[src/rtl/uart_pkg.sv]
// Shared types and constants for the configurable UART receiver:
// parity selectors, FSM state encoding and the sample-tick divider helper.
package uart_pkg;

  localparam int PAR_NONE = 0;
  localparam int PAR_ODD  = 1;
  localparam int PAR_EVEN = 2;

  typedef enum logic [2:0] {
    ST_IDLE      = 3'd0,
    ST_START     = 3'd1,
    ST_DATA      = 3'd2,
    ST_PARITY    = 3'd3,
    ST_STOP      = 3'd4,
    ST_WAIT_IDLE = 3'd5
  } rx_state_e;

  // Clocks per oversample tick, truncated toward zero.
  function automatic int calc_ticks(input int clk, input int baud, input int os);
    return clk / (baud * os);
  endfunction

endpackage

[src/rtl/uart_rx_cfg_if.sv]
// Byte-output handshake between the UART receiver and its consumer,
// plus the receiver's status pulses.
interface uart_rx_cfg_if #(
  parameter int DATA_BITS = 8
);

  logic                 i_rx_ready;
  logic [DATA_BITS-1:0] o_rx_data;
  logic                 o_rx_valid;
  logic                 o_parity_err;
  logic                 o_frame_err;
  logic                 o_break;
  logic                 o_overrun;
  logic                 o_rx_busy;

  // Receiver side.
  modport master (
    input  i_rx_ready,
    output o_rx_data,
    output o_rx_valid,
    output o_parity_err,
    output o_frame_err,
    output o_break,
    output o_overrun,
    output o_rx_busy
  );

  // Consumer side.
  modport slave (
    output i_rx_ready,
    input  o_rx_data,
    input  o_rx_valid,
    input  o_parity_err,
    input  o_frame_err,
    input  o_break,
    input  o_overrun,
    input  o_rx_busy
  );

endinterface

[src/rtl/uart_baud_tick.sv]
// Restartable oversample divider: one-cycle tick every TICKS clocks and a
// sample counter that runs 0..OVERSAMPLE-1 within each bit.
module uart_baud_tick #(
  parameter int TICKS      = 27,
  parameter int OVERSAMPLE = 16
) (
  input  logic                          i_clk,
  input  logic                          i_rst_n,
  input  logic                          i_restart,
  output logic                          o_tick,
  output logic [$clog2(OVERSAMPLE)-1:0] o_sample_cnt
);

  localparam int TW = $clog2(TICKS);
  localparam int SW = $clog2(OVERSAMPLE);
  localparam logic [TW-1:0] TICK_LAST = TW'(TICKS - 1);
  localparam logic [SW-1:0] SMP_LAST  = SW'(OVERSAMPLE - 1);

  logic [TW-1:0] tick_cnt_q, tick_cnt_d;
  logic [SW-1:0] smp_cnt_q, smp_cnt_d;

  assign o_tick       = (tick_cnt_q == TICK_LAST) && !i_restart;
  assign o_sample_cnt = smp_cnt_q;

  always_comb begin
    // NOTE: every _d signal gets its default first so no latch is inferred.
    tick_cnt_d = tick_cnt_q;
    smp_cnt_d  = smp_cnt_q;
    if (i_restart) begin
      tick_cnt_d = '0;
      smp_cnt_d  = '0;
    end else if (o_tick) begin
      tick_cnt_d = '0;
      smp_cnt_d  = (smp_cnt_q == SMP_LAST) ? '0 : smp_cnt_q + 1'b1;
    end else begin
      tick_cnt_d = tick_cnt_q + 1'b1;
    end
  end

  always_ff @(posedge i_clk or negedge i_rst_n) begin
    // NOTE: state registers take non-blocking assignments only.
    if (!i_rst_n) begin
      tick_cnt_q <= '0;
      smp_cnt_q  <= '0;
    end else begin
      tick_cnt_q <= tick_cnt_d;
      smp_cnt_q  <= smp_cnt_d;
    end
  end

endmodule

[src/rtl/uart_rx_cfg.sv]
// Configurable UART receiver: 2-FF synchroniser, oversampled 3-sample vote,
// framing FSM, error/break detection and a valid/ready holding register.
module uart_rx_cfg
  import uart_pkg::*;
#(
  parameter int CLK_FREQ   = 50_000_000,
  parameter int BAUD_RATE  = 9600,
  parameter int DATA_BITS  = 8,
  parameter int PARITY     = 0,
  parameter int STOP_BITS  = 1,
  parameter int OVERSAMPLE = 16
) (
  input  logic          i_clk,
  input  logic          i_rst_n,
  input  logic          i_rx_serial,
  uart_rx_cfg_if.master rx_if
);

  localparam int TICKS = calc_ticks(CLK_FREQ, BAUD_RATE, OVERSAMPLE);
  localparam int SW    = $clog2(OVERSAMPLE);
  localparam int BW    = $clog2(DATA_BITS + 1);
  localparam int M     = OVERSAMPLE / 2;

  localparam logic [SW-1:0] CNT_LO    = SW'(M - 1);
  localparam logic [SW-1:0] CNT_MID   = SW'(M);
  localparam logic [SW-1:0] CNT_HI    = SW'(M + 1);
  localparam logic [SW-1:0] CNT_LAST  = SW'(OVERSAMPLE - 1);
  localparam logic [BW-1:0] IDX_LAST  = BW'(DATA_BITS);
  localparam logic          STOP_LAST = (STOP_BITS == 2);

  if (TICKS < 2) begin : g_bad_ticks
    $error("uart_rx_cfg: CLK_FREQ/(BAUD_RATE*OVERSAMPLE) must be at least 2");
  end
  if (DATA_BITS < 5 || DATA_BITS > 9) begin : g_bad_data_bits
    $error("uart_rx_cfg: DATA_BITS must be 5..9");
  end
  if (STOP_BITS != 1 && STOP_BITS != 2) begin : g_bad_stop_bits
    $error("uart_rx_cfg: STOP_BITS must be 1 or 2");
  end
  if (OVERSAMPLE < 8 || (OVERSAMPLE % 2) != 0) begin : g_bad_oversample
    $error("uart_rx_cfg: OVERSAMPLE must be even and at least 8");
  end

  logic [1:0]           sync_q;
  rx_state_e            state_q, state_d;
  logic [BW-1:0]        bit_idx_q, bit_idx_d;
  logic                 stop_idx_q, stop_idx_d;
  logic [DATA_BITS-1:0] shift_q, shift_d;
  logic [1:0]           samp_q, samp_d;
  logic                 par_bit_q, par_bit_d;
  logic                 perr_w_q, perr_w_d;
  logic                 ferr_w_q, ferr_w_d;
  logic                 busy_q, busy_d;

  logic                 valid_q, valid_d;
  logic [DATA_BITS-1:0] data_q, data_d;
  logic                 perr_q, perr_d;
  logic                 ferr_q, ferr_d;
  logic                 brk_q, brk_d;
  logic                 ovr_q, ovr_d;

  logic          rx_s;
  logic          restart;
  logic          tick;
  logic [SW-1:0] smp_cnt;
  logic          vote;
  logic          vote_done;
  logic          boundary;
  logic          exp_par;
  logic          complete;
  logic          frame_err_now;
  logic          is_break;
  logic          accept;

  uart_baud_tick #(
    .TICKS      (TICKS),
    .OVERSAMPLE (OVERSAMPLE)
  ) u_baud_tick (
    .i_clk        (i_clk),
    .i_rst_n      (i_rst_n),
    .i_restart    (restart),
    .o_tick       (tick),
    .o_sample_cnt (smp_cnt)
  );

  assign rx_s      = sync_q[1];
  assign vote      = (samp_q[0] & samp_q[1]) | (samp_q[0] & rx_s) | (samp_q[1] & rx_s);
  assign vote_done = tick && (smp_cnt == CNT_HI);
  assign boundary  = tick && (smp_cnt == CNT_LAST);
  assign exp_par   = (PARITY == PAR_ODD) ? ~(^shift_q) : (^shift_q);
  assign accept    = valid_q && rx_if.i_rx_ready;

  // Only the first stop bit decides framing; a second stop bit is checked for line level only.
  assign frame_err_now = (stop_idx_q == 1'b0) ? !vote : ferr_w_q;
  assign is_break      = frame_err_now && (shift_q == '0) && ((PARITY == PAR_NONE) || !par_bit_q);

  always_comb begin
    state_d    = state_q;
    bit_idx_d  = bit_idx_q;
    stop_idx_d = stop_idx_q;
    shift_d    = shift_q;
    samp_d     = samp_q;
    par_bit_d  = par_bit_q;
    perr_w_d   = perr_w_q;
    ferr_w_d   = ferr_w_q;
    restart    = 1'b0;
    complete   = 1'b0;

    if (tick && smp_cnt == CNT_LO)  samp_d[0] = rx_s;
    if (tick && smp_cnt == CNT_MID) samp_d[1] = rx_s;

    unique case (state_q)
      ST_IDLE: begin
        if (!rx_s) begin
          state_d    = ST_START;
          restart    = 1'b1;
          bit_idx_d  = '0;
          stop_idx_d = 1'b0;
          par_bit_d  = 1'b0;
          perr_w_d   = 1'b0;
          ferr_w_d   = 1'b0;
        end
      end
      ST_START: begin
        if (vote_done && vote)  state_d = ST_IDLE;
        else if (boundary)      state_d = ST_DATA;
      end
      ST_DATA: begin
        if (vote_done) begin
          shift_d   = {vote, shift_q[DATA_BITS-1:1]};
          bit_idx_d = bit_idx_q + 1'b1;
        end
        if (boundary && bit_idx_q == IDX_LAST)
          state_d = (PARITY != PAR_NONE) ? ST_PARITY : ST_STOP;
      end
      ST_PARITY: begin
        if (vote_done) begin
          par_bit_d = vote;
          perr_w_d  = (vote != exp_par);
        end
        if (boundary) state_d = ST_STOP;
      end
      ST_STOP: begin
        if (vote_done) begin
          ferr_w_d = frame_err_now;
          if (stop_idx_q == STOP_LAST) begin
            complete = 1'b1;
            state_d  = vote ? ST_IDLE : ST_WAIT_IDLE;
          end
        end else if (boundary) begin
          stop_idx_d = 1'b1;
        end
      end
      ST_WAIT_IDLE: begin
        if (rx_s) state_d = ST_IDLE;
      end
      default: state_d = ST_IDLE;
    endcase
  end

  // A completed frame is accepted if the holder is free or being emptied this cycle.
  always_comb begin
    valid_d = valid_q;
    data_d  = data_q;
    perr_d  = perr_q;
    ferr_d  = ferr_q;
    brk_d   = 1'b0;
    ovr_d   = 1'b0;
    busy_d  = (state_q != ST_IDLE);
    if (complete) begin
      brk_d = is_break;
      if (!valid_q || accept) begin
        valid_d = 1'b1;
        data_d  = shift_q;
        perr_d  = perr_w_q;
        ferr_d  = frame_err_now;
      end else begin
        ovr_d = 1'b1;
      end
    end else if (accept) begin
      valid_d = 1'b0;
    end
  end

  always_ff @(posedge i_clk or negedge i_rst_n) begin
    if (!i_rst_n) begin
      sync_q     <= 2'b11;
      state_q    <= ST_IDLE;
      bit_idx_q  <= '0;
      stop_idx_q <= 1'b0;
      shift_q    <= '0;
      samp_q     <= 2'b11;
      par_bit_q  <= 1'b0;
      perr_w_q   <= 1'b0;
      ferr_w_q   <= 1'b0;
      busy_q     <= 1'b0;
      valid_q    <= 1'b0;
      data_q     <= '0;
      perr_q     <= 1'b0;
      ferr_q     <= 1'b0;
      brk_q      <= 1'b0;
      ovr_q      <= 1'b0;
    end else begin
      sync_q     <= {sync_q[0], i_rx_serial};
      state_q    <= state_d;
      bit_idx_q  <= bit_idx_d;
      stop_idx_q <= stop_idx_d;
      shift_q    <= shift_d;
      samp_q     <= samp_d;
      par_bit_q  <= par_bit_d;
      perr_w_q   <= perr_w_d;
      ferr_w_q   <= ferr_w_d;
      busy_q     <= busy_d;
      valid_q    <= valid_d;
      data_q     <= data_d;
      perr_q     <= perr_d;
      ferr_q     <= ferr_d;
      brk_q      <= brk_d;
      ovr_q      <= ovr_d;
    end
  end

  assign rx_if.o_rx_data    = data_q;
  assign rx_if.o_rx_valid   = valid_q;
  assign rx_if.o_parity_err = perr_q;
  assign rx_if.o_frame_err  = ferr_q;
  assign rx_if.o_break      = brk_q;
  assign rx_if.o_overrun    = ovr_q;
  assign rx_if.o_rx_busy    = busy_q;

endmodule
[src/flat_wrapper.sv]
// flat-port wrapper written by rule: the top's interface ports become plain ports
module uart_rx_cfg_flat import uart_pkg::*;
#(
  parameter int CLK_FREQ   = 50_000_000,
  parameter int BAUD_RATE  = 9600,
  parameter int DATA_BITS  = 8,
  parameter int PARITY     = 0,
  parameter int STOP_BITS  = 1,
  parameter int OVERSAMPLE = 16
)
  (i_clk, i_rst_n, i_rx_serial, rx_if_i_rx_ready, rx_if_o_rx_data, rx_if_o_rx_valid, rx_if_o_parity_err, rx_if_o_frame_err, rx_if_o_break, rx_if_o_overrun, rx_if_o_rx_busy);
  uart_rx_cfg_if #(.DATA_BITS(DATA_BITS)) rx_if_i ();
  input  logic i_clk;
  input  logic i_rst_n;
  input  logic i_rx_serial;
  input wire logic [$bits(rx_if_i.i_rx_ready)-1:0] rx_if_i_rx_ready;
  output wire logic [$bits(rx_if_i.o_rx_data)-1:0] rx_if_o_rx_data;
  output wire logic [$bits(rx_if_i.o_rx_valid)-1:0] rx_if_o_rx_valid;
  output wire logic [$bits(rx_if_i.o_parity_err)-1:0] rx_if_o_parity_err;
  output wire logic [$bits(rx_if_i.o_frame_err)-1:0] rx_if_o_frame_err;
  output wire logic [$bits(rx_if_i.o_break)-1:0] rx_if_o_break;
  output wire logic [$bits(rx_if_i.o_overrun)-1:0] rx_if_o_overrun;
  output wire logic [$bits(rx_if_i.o_rx_busy)-1:0] rx_if_o_rx_busy;
  assign rx_if_i.i_rx_ready = rx_if_i_rx_ready;
  assign rx_if_o_rx_data = rx_if_i.o_rx_data;
  assign rx_if_o_rx_valid = rx_if_i.o_rx_valid;
  assign rx_if_o_parity_err = rx_if_i.o_parity_err;
  assign rx_if_o_frame_err = rx_if_i.o_frame_err;
  assign rx_if_o_break = rx_if_i.o_break;
  assign rx_if_o_overrun = rx_if_i.o_overrun;
  assign rx_if_o_rx_busy = rx_if_i.o_rx_busy;
  uart_rx_cfg #(.CLK_FREQ(CLK_FREQ), .BAUD_RATE(BAUD_RATE), .DATA_BITS(DATA_BITS), .PARITY(PARITY), .STOP_BITS(STOP_BITS), .OVERSAMPLE(OVERSAMPLE)) u_core (.i_clk(i_clk), .i_rst_n(i_rst_n), .i_rx_serial(i_rx_serial), .rx_if(rx_if_i));
endmodule
[config.mk]
export PLATFORM = sky130hd
export DESIGN_NAME = uart_rx_cfg_flat
export DESIGN_NICKNAME = d
export VERILOG_FILES = /design/src/rtl/uart_pkg.sv /design/src/rtl/uart_rx_cfg_if.sv /design/src/rtl/uart_baud_tick.sv /design/src/rtl/uart_rx_cfg.sv /design/src/flat_wrapper.sv
export SDC_FILE = /design/constraint.sdc
export NUM_CORES = 1
export LEC_CHECK = 0
export BUFFER_PORTS_ARGS = -buffer_cell sky130_fd_sc_hd__buf_4
export CAP_MARGIN = 10
export CORE_MARGIN = 2
export CORE_UTILIZATION = 55
export CTS_CLUSTER_DIAMETER = 40
export DETAILED_ROUTE_END_ITERATION = 7
export PLACE_DENSITY_LB_ADDON = 0.1
export SYNTH_ARGS = -nofsm -noshare
export SYNTH_HDL_FRONTEND = slang
export SYNTH_SLANG_ARGS = --single-unit
[constraint.sdc]
create_clock -name i_clk -period 2.05 [get_ports i_clk]
set_input_delay 0.1025 -clock i_clk [delete_from_list [all_inputs] [get_ports i_clk]]
set_output_delay 0.1025 -clock i_clk [all_outputs]
set_load 0.005 [all_outputs]
==> flow_summary.ini <==
[power_and_ir_drop]
clock_power_share_pct = 35.9
vdd_drop_max_mv = 0.3726
p_leak_nw = 1.368
p_sw_share_pct = 21.79
switching_power_mw = 0.3390
p_per_area_mw_per_mm2 = 555.9
combPwrFrac_pct = 1.6
total_power_mw = 1.556
p_seq_share_pct = 62.4
p_int_mw = 1.217

[cts]
cts-buffers-inserted = 5
clkLatencyLatePin_ns = 0.30
cts.reportedPaths.clkPinSlew_ns = 0.09
cts_buffer_depth = 2
ctsHtreeMaxLevel = 2
tritoncts = yes
cts-root-buf = clkbuf_8
clkSinkCount = 49

[finish]
final_cell_count_no_fill = 304
insertedDiodeCount = 0
utilization_pct = 65.18
layout.nets = 266
drive_above_1_share_pct = 24.21
stdcell_area_mm2 = 0.002799
areaGrowthSynthToFinish_pct = 16.09

[detailed_routing]
drt_iter0_drc = 93
vias_per_cell = 5.704
ant_nets = 0
totalWireLength_um = 4710
drc = 0
firstDrtPassIters = 4
wire_per_inst_um = 15.49
routed-via-count = 1734

[sta]
tightest_slew_ns = 0.5987
slew_violations = 0
slew_headroom_pct = 60.09
rsz0062_at_grt = no
setup_tns_ns = 0
post-route-period-util_pct = 94.29
min_period_ns = 1.933
finalClockSkew_ns = 0.006029
final-setup-viol-count = 0
max_freq_mhz = 517.4
finalHoldViolCount = 0

[place]
dp_hpwl_um = 3423
place_congestion = 0.8499
dpl_cell_area_mm2 = 0.002679
io_buffers = 17
placed_cells = 293

[worst_setup_path]
cp_data_required_time_ns = 2.24
cpPeakStageDelay_ns = 0.41
cp-start-kind = flip-flop
critical_path_depth = 7
critPathMaxFanout = 10
worstSetupEndpointType = flip-flop
rrSetupSlack_ns = 0.12
reg2reg_depth = 7
cp_slowest_cell = dfrtp_1
critPathTopFamily = simple AND/OR/NAND/NOR gates
cp_num_buf_inv = 2
cp_cell_sequence = inv_1 -> ha_1 -> and4bb_2 -> nand3_1 -> nor3_4 -> buf_12 -> mux2_2
worstPathArrival_ns = 2.12
crit_type = reg -> reg

[logic_synthesis]
yosysMostFrequentCell = dfrtp_1
async_flop_share_pct = 100.0
synth-edff-count = 0
syn_area_per_cell_um2 = 11.11
synth_area_leader_cell = dfrtp_1
synthTopCellsByCount = dfrtp_1 (45), inv_1 (18), nor2_1 (16), nand2_1 (15), nand3_1 (13)
syn_area_mm2 = 0.002411
synth_cells = 217
synthTopCellsByArea = dfrtp_1 (47%), ha_1 (5.7%), mux2_2 (5.6%)
synthFlopType = dfrtp_1
ys_types = 42
yosysSeqAreaShare_pct = 51.06
postSynthNetCount = 232
synth_top_area_share_pct = 46.70
ys_ff_latch = 49
synth_warnings = 0

[grt]
grt_pass1_wl_um = 8204
grt_max_degree = 50
grt_antenna_before_repair = 0
grt_overflow = 0
grt_usage_pct = 20.93
grt_pass1_vias = 1818

[floorplanning]
core.rowCount = 24
core_area_mm2 = 0.004294
ios = 18
die_width_um = 70.21
start_util_pct = 56.15
fp.dieH_um = 70.21
die_area_mm2 = 0.004929

[min_path]
min_path_type = in -> reg
min_path_cells = 3

[flow_run]
drv_cap = 0

[run_status]
status = completed
-- layout by cell type (no fill, tap or decap), types with 4 or more instances in the layout --
master / netlist / layout
xnor2_1: 6 / 6
xor2_1: 6 / 6
mux2_2: 12 / 12
and3_1: 4 / 4
a21oi_1: 6 / 6
nor3_1: 4 / 4
mux2i_1: 11 / 11
nand3_1: 13 / 13
nand4_1: 5 / 5
or3_1: 5 / 5
dfstp_2: 4 / 4
buf_4: 0 / 27
ha_1: 11 / 11
dfrtp_1: 45 / 44
nand2_1: 15 / 15
nand2b_1: 5 / 5
inv_1: 18 / 18
clkbuf_8: 0 / 5
nor2_1: 16 / 16
-- worst min-delay path, cell delays in order --
cell and delay [ns]:
buf_4 0.08, nand2b_1 0.15, nor2_1 0.05
-- metrics by stage --
stage	hold slack (ns)	worst slack, ns
CTS	0.1062	0.07866
detailed placement	0.1565	0.09532
global placement	0.1402	0.1609
finish	0.1139	0.1171
floorplan	-0.1931	0.1646
global route	0.1243	0.003618
-- power by group through the flow --
stage | combinational, mW | clock [mW] | sequential (mW)
CTS | 0.0269 | 0.576 | 0.972
global placement | 0.0227 | 0 | 0.990
floorplan | 0.000607 | 0 | 0.990
finish | 0.0252 | 0.559 | 0.971
global route | 0.0294 | 0.611 | 0.972
detailed placement | 0.0240 | 0 | 0.990
-- cells by family (layout without fill, tap and decap cells) --
kind of cell | after synthesis | count (layout) | synth area share [%]
adders and majority gates | 12 | 12 | 6.123
DFF | 49 | 49 | 51.06
and+or+nand+nor | 81 | 81 | 19.25
muxes | 24 | 24 | 10.64
xor gates and xnor gates | 12 | 12 | 4.359
AOI/OAI and AO/OA | 18 | 18 | 5.242
buffers and inverters | 21 | 56 | 3.321
-- sequential cells by signal (all words and copies together) (netlist names), 2 cells and up --
register,count
u_core.rx_if.o_rx_data,8
u_core.u_baud_tick.tick_cnt_q,9
u_core.u_baud_tick.o_sample_cnt,4
u_core.shift_q,8
u_core.state_q,3
u_core.bit_idx_q,4
u_core.sync_q,2
u_core.samp_q,2
-- per-layer routing --
metal	up-vias	wire, µm	part of all wire [%]	global-route usage [%]
met4	0	78	1.7	6.197
met1	866	1971	42	23.97
met2	31	2525	54	39.15
li1	828	-	-	-
met3	9	135	2.9	4.185
met5	-	0	0	0
-- path summary, 6_finish.rpt --
check                                                         from                                  to
worst max register to register  u_core.u_baud_tick.o_sample_cnt[1]           u_core.rx_if.o_rx_data[3]
worst min-delay path                              rx_if_i_rx_ready              u_core.rx_if.o_overrun
worst min register to register                    u_core.sync_q[0]                    u_core.sync_q[1]
max in group asynchronous                                  i_rst_n  u_core.u_baud_tick.o_sample_cnt[0]
worst max-delay path            u_core.u_baud_tick.o_sample_cnt[1]           u_core.rx_if.o_rx_data[3]
min in group asynchronous                                  i_rst_n  u_core.u_baud_tick.o_sample_cnt[3]
-- area by class of cell --
cell class | count | area, µm²
Fill cell | 365 | 1495
Sequential cell | 49 | 1232
Multi-Input combinational cell | 147 | 1104
Timing Repair Buffer | 30 | 242.7
Clock buffer | 6 | 72.57
Inverter | 18 | 67.56
Tap cell | 52 | 65.06
Clock inverter | 2 | 15.01
-- timing repair --
action	4_1_cts	5_1_grt
buffers inserted	0	1
resized for setup	0	2
endpoints found under the setup margin	0	10
hold buffers	2	0
hold endpoints to repair	46	0
Power figures use the tool's default switching activity.
